==> src/rtl/load_store_unit.sv <==
// Load/store unit: turns one load or store request into one or two 32-bit bus beats,
// checks alignment, and sign/zero-extends load data to 64 bits.
module load_store_unit (
    input  logic        clk,
    input  logic        rst_n,
    input  logic        start,
    input  logic        is_store,
    input  logic [2:0]  mem_ctrl,
    input  logic [63:0] addr,
    input  logic [63:0] wdata,
    output logic        busy,
    output logic        done,
    output logic        fault,
    output logic [63:0] rdata,
    output logic        bus_req,
    output logic        bus_we,
    output logic [63:0] bus_addr,
    output logic [3:0]  bus_be,
    output logic [31:0] bus_wdata,
    input  logic [31:0] bus_rdata,
    input  logic        bus_ack
);

    localparam logic [1:0] S_IDLE  = 2'd0;
    localparam logic [1:0] S_BEAT0 = 2'd1;
    localparam logic [1:0] S_BEAT1 = 2'd2;
    localparam logic [1:0] S_DONE  = 2'd3;

    localparam logic [2:0] C_NONE  = 3'd0;
    localparam logic [2:0] C_B     = 3'd1;
    localparam logic [2:0] C_H     = 3'd2;
    localparam logic [2:0] C_W     = 3'd3;
    localparam logic [2:0] C_D     = 3'd4;
    localparam logic [2:0] C_BU    = 3'd5;
    localparam logic [2:0] C_HU    = 3'd6;
    localparam logic [2:0] C_WU    = 3'd7;

    logic [1:0]  state_q, state_d;
    logic        store_q, store_d;
    logic [2:0]  ctrl_q, ctrl_d;
    logic [1:0]  lane_q, lane_d;
    logic [31:0] whi_q, whi_d;
    logic [31:0] lo_q, lo_d;
    logic        fault_q, fault_d;
    logic [63:0] rdata_q, rdata_d;
    logic        req_q, req_d;
    logic        we_q, we_d;
    logic [63:0] baddr_q, baddr_d;
    logic [3:0]  be_q, be_d;
    logic [31:0] bwd_q, bwd_d;

    logic        misaligned;
    logic [3:0]  be_new;
    logic [31:0] wd_new;

    always_comb begin
        misaligned = 1'b0;
        be_new     = 4'b1111;
        wd_new     = wdata[31:0];
        case (mem_ctrl)
            C_B, C_BU: begin
                be_new = 4'(4'b0001 << addr[1:0]);
                wd_new = {4{wdata[7:0]}};
            end
            C_H, C_HU: begin
                misaligned = addr[0];
                be_new     = 4'(4'b0011 << addr[1:0]);
                wd_new     = {2{wdata[15:0]}};
            end
            C_W, C_WU: misaligned = |addr[1:0];
            C_D:       misaligned = |addr[2:0];
            default: ;
        endcase
    end

    // Lane select then extend; DWORD is assembled separately from both beats.
    function automatic logic [63:0] extract(input logic [2:0] c, input logic [1:0] lane,
                                            input logic [31:0] d);
        logic [31:0] sh;
        sh = d >> {lane, 3'b000};
        case (c)
            C_B:     extract = {{56{sh[7]}}, sh[7:0]};
            C_BU:    extract = {56'd0, sh[7:0]};
            C_H:     extract = {{48{sh[15]}}, sh[15:0]};
            C_HU:    extract = {48'd0, sh[15:0]};
            C_W:     extract = {{32{sh[31]}}, sh};
            default: extract = {32'd0, sh};
        endcase
    endfunction

    always_comb begin
        state_d = state_q;
        store_d = store_q;
        ctrl_d  = ctrl_q;
        lane_d  = lane_q;
        whi_d   = whi_q;
        lo_d    = lo_q;
        fault_d = 1'b0;
        rdata_d = rdata_q;
        req_d   = req_q;
        we_d    = we_q;
        baddr_d = baddr_q;
        be_d    = be_q;
        bwd_d   = bwd_q;
        case (state_q)
            S_IDLE: if (start) begin
                store_d = is_store;
                ctrl_d  = mem_ctrl;
                lane_d  = addr[1:0];
                whi_d   = wdata[63:32];
                if (mem_ctrl == C_NONE || misaligned) begin
                    state_d = S_DONE;
                    fault_d = misaligned;
                end else begin
                    state_d = S_BEAT0;
                    req_d   = 1'b1;
                    we_d    = is_store;
                    baddr_d = {addr[63:2], 2'b00};
                    be_d    = be_new;
                    bwd_d   = wd_new;
                end
            end
            S_BEAT0: if (bus_ack) begin
                if (ctrl_q == C_D) begin
                    state_d = S_BEAT1;
                    lo_d    = bus_rdata;
                    baddr_d = baddr_q + 64'd4;
                    bwd_d   = whi_q;
                end else begin
                    state_d = S_DONE;
                    req_d   = 1'b0;
                    if (!store_q) rdata_d = extract(ctrl_q, lane_q, bus_rdata);
                end
            end
            S_BEAT1: if (bus_ack) begin
                state_d = S_DONE;
                req_d   = 1'b0;
                if (!store_q) rdata_d = {bus_rdata, lo_q};
            end
            default: state_d = S_IDLE;
        endcase
    end

    always_ff @(posedge clk or negedge rst_n) begin
        if (!rst_n) begin
            state_q <= S_IDLE;
            store_q <= 1'b0;
            ctrl_q  <= C_NONE;
            lane_q  <= 2'd0;
            whi_q   <= 32'd0;
            lo_q    <= 32'd0;
            fault_q <= 1'b0;
            rdata_q <= 64'd0;
            req_q   <= 1'b0;
            we_q    <= 1'b0;
            baddr_q <= 64'd0;
            be_q    <= 4'd0;
            bwd_q   <= 32'd0;
        end else begin
            state_q <= state_d;
            store_q <= store_d;
            ctrl_q  <= ctrl_d;
            lane_q  <= lane_d;
            whi_q   <= whi_d;
            lo_q    <= lo_d;
            fault_q <= fault_d;
            rdata_q <= rdata_d;
            req_q   <= req_d;
            we_q    <= we_d;
            baddr_q <= baddr_d;
            be_q    <= be_d;
            bwd_q   <= bwd_d;
        end
    end

    assign busy      = (state_q != S_IDLE);
    assign done      = (state_q == S_DONE);
    assign fault     = fault_q;
    assign rdata     = rdata_q;
    assign bus_req   = req_q;
    assign bus_we    = we_q;
    assign bus_addr  = baddr_q;
    assign bus_be    = be_q;
    assign bus_wdata = bwd_q;

endmodule

==> config.mk <==
export PLATFORM = sky130hd
export DESIGN_NAME = load_store_unit
export DESIGN_NICKNAME = d
export VERILOG_FILES = /design/src/rtl/load_store_unit.sv
export SDC_FILE = /design/constraint.sdc
export NUM_CORES = 1
export LEC_CHECK = 0
export ABC_AREA = 1
export BUFFER_PORTS_ARGS = -buffer_cell sky130_fd_sc_hd__buf_2
export CAP_MARGIN = 20
export CORE_MARGIN = 2
export CORE_UTILIZATION = 54
export DETAILED_ROUTE_END_ITERATION = 8
export PLACE_DENSITY = 0.85
export SYNTH_ARGS = -nofsm -noshare
export SYNTH_HDL_FRONTEND = slang
export SYNTH_SLANG_ARGS = --single-unit
==> constraint.sdc <==
create_clock -name clk -period 2.2 [get_ports clk]
set_input_delay 0.44 -clock clk [delete_from_list [all_inputs] [get_ports clk]]
set_output_delay 0.44 -clock clk [all_outputs]
set_load 0.01 [all_outputs]
**Word level (Yosys, flattened, before mapping)**

Index checks and enable logic that the tools add are counted.

- Bits of input ports: 168
- Output and inout bits: 169
- Flip-flop bits (word level): 239
- Logic and storage cells: 96

- Eq/ne operators: 24
- Muxes and demuxes: 35
- Reduce and logical (&&, ||, !) cells: 19
- Shifts and indexed selects: 3
- Add/subtract/negate cells: 1
- Bitwise logic cells: 1

Operator list:

| cell | number |
|---|---|
| $mux W64 | 9 |
| $pmux W64 S5 | 1 |
| $pmux W64 S2 | 2 |
| $mux W32 | 4 |
| $pmux W32 S2 | 2 |
| $add A64 B3 Y64 const B | 1 |
| $shr A32 B5 Y32 | 1 |
| $eq A3 B3 Y1 const B | 7 |
| $ne A2 B2 Y1 const B | 8 |
| $eq A3 B2 Y1 const B | 4 |
| $reduce_and A6 Y1 | 2 |
| $mux W1 | 9 |
| $reduce_and A3 Y1 | 3 |
| $mux W2 | 4 |
| $pmux W4 S2 | 1 |
| $reduce_or A2 Y1 | 4 |
| $eq A3 B1 Y1 const B | 2 |
| $pmux W1 S3 | 2 |
| $pmux W2 S3 | 1 |
| $reduce_bool A2 Y1 | 3 |
| $reduce_and A5 Y1 | 1 |
| $eq A2 B2 Y1 const B | 2 |
| $shl A1 B2 Y4 const A | 1 |
| $shl A2 B2 Y4 const A | 1 |
| other kinds (8) | 8 |

**Depth between registers and ports, before layout**

- Depth in word-level cells: 7
- Mapped depth: 13
- Mapped depth without buffers: 12

**Least setup slack after synthesis**

OpenSTA, ideal clock, no wires.

- Path type: reg-to-reg
- Start point: register state_q[0]
- End point: register bwd_q[31], in the netlist bus_wdata[31]
- Path slack: 0.406 ns
- Period minus slack after synthesis: 1.794 ns
- Data required time: 2.084 ns
- Arrival time: 1.678 ns
- Buffers on the path: 2
- Library setup time: 0.116 ns
- Stages on the path, launching flop included: 13
- Cells stage by stage: dfrtp_1 inv_1 ha_1 inv_2 or2_1 o211ai_1 nor2_1 nand2_2 inv_2 buf_4 buf_4 nand2_1 nand2_1

- Cells in the longest elaborated chain, start to end: 3
- Elaborated cells on any way between the ends: 9
- Classes of those cells: eq/ne (5); mux (1); reduce/logical (3)

RTL lines:

| item | RTL line | RTL |
|---|---|---|
| from (decl) | 38 | `logic [1:0] state_q, state_d;` |
| from (signal assigned) | 160 | `state_q <= state_d;` |
| $eq A2 B1 Y1 or $logic_not A2 Y1 (tied branches) | 105 | `case (state_q)` |
| $ne A2 B2 Y1 (no line) or $reduce_bool A2 Y1 (tied branches) | - |  |
| $reduce_and A5 Y1 (no line) | - |  |
| to (signal assigned) | 172 | `bwd_q <= bwd_d;` |
| to (decl) | 50 | `logic [31:0] bwd_q, bwd_d;` |

Parallel ways exist; a longest one is shown, timed or not.
A chain may end at the register's enable or synchronous reset.

**Worst setup path after layout**

- Start point: register state_q[0]
- End point: register baddr_q[48], in the netlist bus_addr[48]

- Cells in the longest elaborated chain, start to end: 3
- Elaborated cells on any way between the ends: 9
- Classes of those cells: eq/ne (5); mux (1); reduce/logical (3)

RTL lines:

| item | RTL line | RTL |
|---|---|---|
| $eq A2 B1 Y1 or $logic_not A2 Y1 (tied branches) | 105 |  |
| $ne A2 B2 Y1 (no line) or $reduce_bool A2 Y1 (tied branches) | - |  |
| $reduce_and A5 Y1 (no line) | - |  |
| to (signal assigned) | 170 | `baddr_q <= baddr_d;` |
| to (decl) | 48 | `logic [63:0] baddr_q, baddr_d;` |

Parallel ways exist; a longest one is shown, timed or not.

==> results.toml <==
[status]
outcome = "finished clean"

[timing]
timing.fmax_mhz = 493
skew_ns = 0.0119
tns_ns = 0
tightest_slew_ns = 0.975
slew_headroom = 0.348
period_minus_slack_ns = 2.03
finalSetupViolations = 0
hold_viol_final = 0
slew_viol_final = 0
grt_setup_unrepaired = "false"
fin_crit_sh = 0.923

[yosys]
post_synth_xor_area_fraction = 0.00447
synthAdderAreaFrac = 0.00821
yosys_warnings = 0
async_reset_ff_frac = 1.00
synth_cell_types = 40
syn-cell-area_mm2 = 0.0137
synth_ff_type = "dfrtp_1"
avgSynthCellArea_um2 = 6.99
synth_top_cell_by_area = "dfrtp_1"
synth-simple-area-share = 0.312
synth_edf_count = 0
synth_commonest_cells = "nand2_1 (679), dfrtp_1 (237), nor2_1 (225)"
yosysTopAreaCellShare = 0.432
yosys-mux-area-fraction = 0.0125
ys_seq_elements = 237
synth_compound_area_frac = 0.151
synth_most_common_cell = "nand2_1"
synth_top_family_by_area = "simple AND/OR/NAND/NOR gates"
synthTopCellsByArea = "dfrtp_1 (43%), nand2_1 (19%), o21ai_0 (6.4%)"
synth_cells = 1962
ys_seq_area_frac = 0.432

[drt]
drc = 0
via_per_inst = 5.61
vias = 14756
dr.pass1.iters = 6
drtIter0Drc = 1794
wl_per_cell_um = 17.7
routed_wl_um = 46600
ant_nets = 0

[floorplanning]
start_util = 0.548
dieHeight_um = 163
rows = 58
die_w_um = 163
core-area_mm2 = 0.0250
ios = 337
dieArea_mm2 = 0.0267

[placement]
routabilityCongestion = 1.01
io_buffers = 334
dp_cells = 2582
dp_hpwl_um = 34900
placed_area_mm2 = 0.0159

[global_route]
grt_max_degree = 88
grt_pass1_vias = 13626
grt_antenna_before_repair = 0
track_usage = 0.343
grt_overflow_total = 0
grt_pass1_wl_um = 72100

[power]
vdd_drop_max_mv = 1.21
p_leak_nw = 8.74
pwr-share-comb = 0.504
p_int_mw = 14.7
switchingPower_mw = 12.4
switching_share = 0.457
p_clk_frac = 0.181
p_seq_frac = 0.314
powerDensity_mw_per_mm2 = 1610

[layout]
area_delta_synth_final_pct = 22.7
drive_above_1_share = 0.204
fin_cells = 2629
fillers = 2114
regArea_mm2 = 0.00593
antenna_cells = 0
design_area_mm2 = 0.0168
multiInputGateArea_mm2 = 0.00673
utilization = 0.673
nets = 2457

[clock_network]
clk_pin_slew_ns = 0.07
clk_path_buf_depth = 3
cts_root_buf = "clkbuf_16"
insertion_delay_ns = 0.55
cts_sinks = 237
cts_tree = "done"
cts_setup_buffers = 0
numCtsBuffers = 25
htree_levels = 1

[critical_path]
cp_slowest_cell = "dfrtp_1"
cp_slowest_stage_delay_ns = 0.41
crit_fanout = 26
arrival_ns = 2.46
end_kind = "flop"
critical_path_class = "flop to flop"
start_kind = "flop"
crit_chain = "inv_1 -> ha_1 -> buf_4 -> o211ai_1 -> nor2_2 -> nand2_4 -> buf_4 -> nor2_1 -> nand2_1 -> nand2_1"
cp_data_required_time_ns = 2.63

[flow_run]
max_cap_violations = 0

[hold_path]
min_path_type = "primary input to flop"
## per-layer routing
layer  GRT usage  wire length, um  up-vias
met3      0.0569             4520      113
met2       0.537            21100      840
met5           0                0        -
met4       0.117             1520        0
li1            -                -     6937
met1       0.484            19500     6866
## critical path, delay by kind of cell (launching register included)
kind | cells | cell delay, ns
and+or+nand+nor | 5 | 0.46
AOI/OAI and AO/OA | 1 | 0.24
buffers and inverters | 3 | 0.57
adders and majority gates | 1 | 0.23
DFF | 1 | 0.41
## power by group through the flow
stage | Sequential [mW] | Clock, mW | Combinational (mW)
floorplan | 8.63 | 0 | 8.62
global placement | 8.45 | 0 | 13.1
detailed placement | 8.50 | 0 | 13.5
CTS | 8.47 | 4.95 | 13.6
global route | 8.74 | 5.14 | 15.3
finish | 8.54 | 4.92 | 13.7
## flip-flops by register name, indices dropped and copies added, names as in the netlist
signal	flops
rdata	64
bus_addr	62
bus_wdata	32
lo_q	32
whi_q	32
bus_be	4
ctrl_q	3
lane_q	2
state_q	2
bus_req	1
bus_we	1
fault	1
store_q	1
## what timing repair did
item	4_1_cts	5_1_grt
endpoints found under the setup margin	0	16
hold buffers	1	0
endpoints found under the hold margin	45	0
resized for setup	0	4
## final cells by class
| cell class | count | area share |
|---|---|---|
| well taps | 330 | 0.0245 |
| multi-input cells | 1463 | 0.400 |
| clock inverters | 12 | 0.0135 |
| inverters | 170 | 0.0379 |
| flip-flops and latches | 237 | 0.352 |
| repair buffers | 383 | 0.128 |
| clock buffers | 34 | 0.0439 |
## through the flow
| step | power, mW | hold WS [ns] | setup slack (ns) |
|---|---|---|---|
| after global routing | 29.2 | 0.0795 | 0.00585 |
| after CTS | 27.0 | 0.0760 | 0.127 |
| after global placement | 21.5 | 0.374 | 0.119 |
| after floorplan | 17.2 | 0.144 | 0.406 |
| after detailed placement | 22.0 | 0.377 | 0.0875 |
| final | 27.2 | 0.0887 | 0.170 |
## worst paths after layout
check	from	endpoint	slack (ns)	cells after the start
min in group asynchronous	rst_n	rdata[26]$_DFFE_PN0P_	0.40	2
setup reg to reg	state_q[0]$_DFFE_PN0P_	bus_addr[48]$_DFFE_PN0P_	0.17	10
setup / recovery	state_q[0]$_DFFE_PN0P_	bus_addr[48]$_DFFE_PN0P_	0.17	10
hold / removal	wdata[33]	whi_q[1]$_DFFE_PN0P_	0.09	3
max in group asynchronous	rst_n	bus_wdata[1]$_DFFE_PN0P_	1.10	3
hold reg to reg	bus_be[3]$_DFFE_PN0P_	bus_be[3]$_DFFE_PN0P_	0.47	2
## cell usage in the layout (no fill, tap or decap), types with 8 or more instances in the layout
| cell type | n |
|---|---|
| nor3_1 | 9 |
| o22ai_1 | 12 |
| mux2_2 | 9 |
| buf_2 | 333 |
| nand2_1 | 679 |
| dfrtp_1 | 236 |
| nor2_2 | 9 |
| a2bb2oi_1 | 33 |
| clkbuf_8 | 8 |
| a21oi_1 | 99 |
| nor2_1 | 223 |
| o21ai_0 | 175 |
| a221oi_1 | 8 |
| nand3_1 | 100 |
| nand4_1 | 15 |
| inv_1 | 167 |
| buf_4 | 39 |
| o21ai_1 | 21 |
| clkbuf_16 | 25 |
| buf_12 | 8 |
| o211ai_1 | 8 |
## cell families after synthesis
| kind of cell | count (synthesis) |
|---|---|
| other | 1 |
| buffers and inverters | 263 |
| AOI/OAI and AO/OA | 368 |
| DFF | 237 |
| adders and majority gates | 9 |
| xor gates and xnor gates | 7 |
| muxes | 16 |
| and+or+nand+nor | 1061 |
Note: power is estimated with default switching activity, not from simulation.
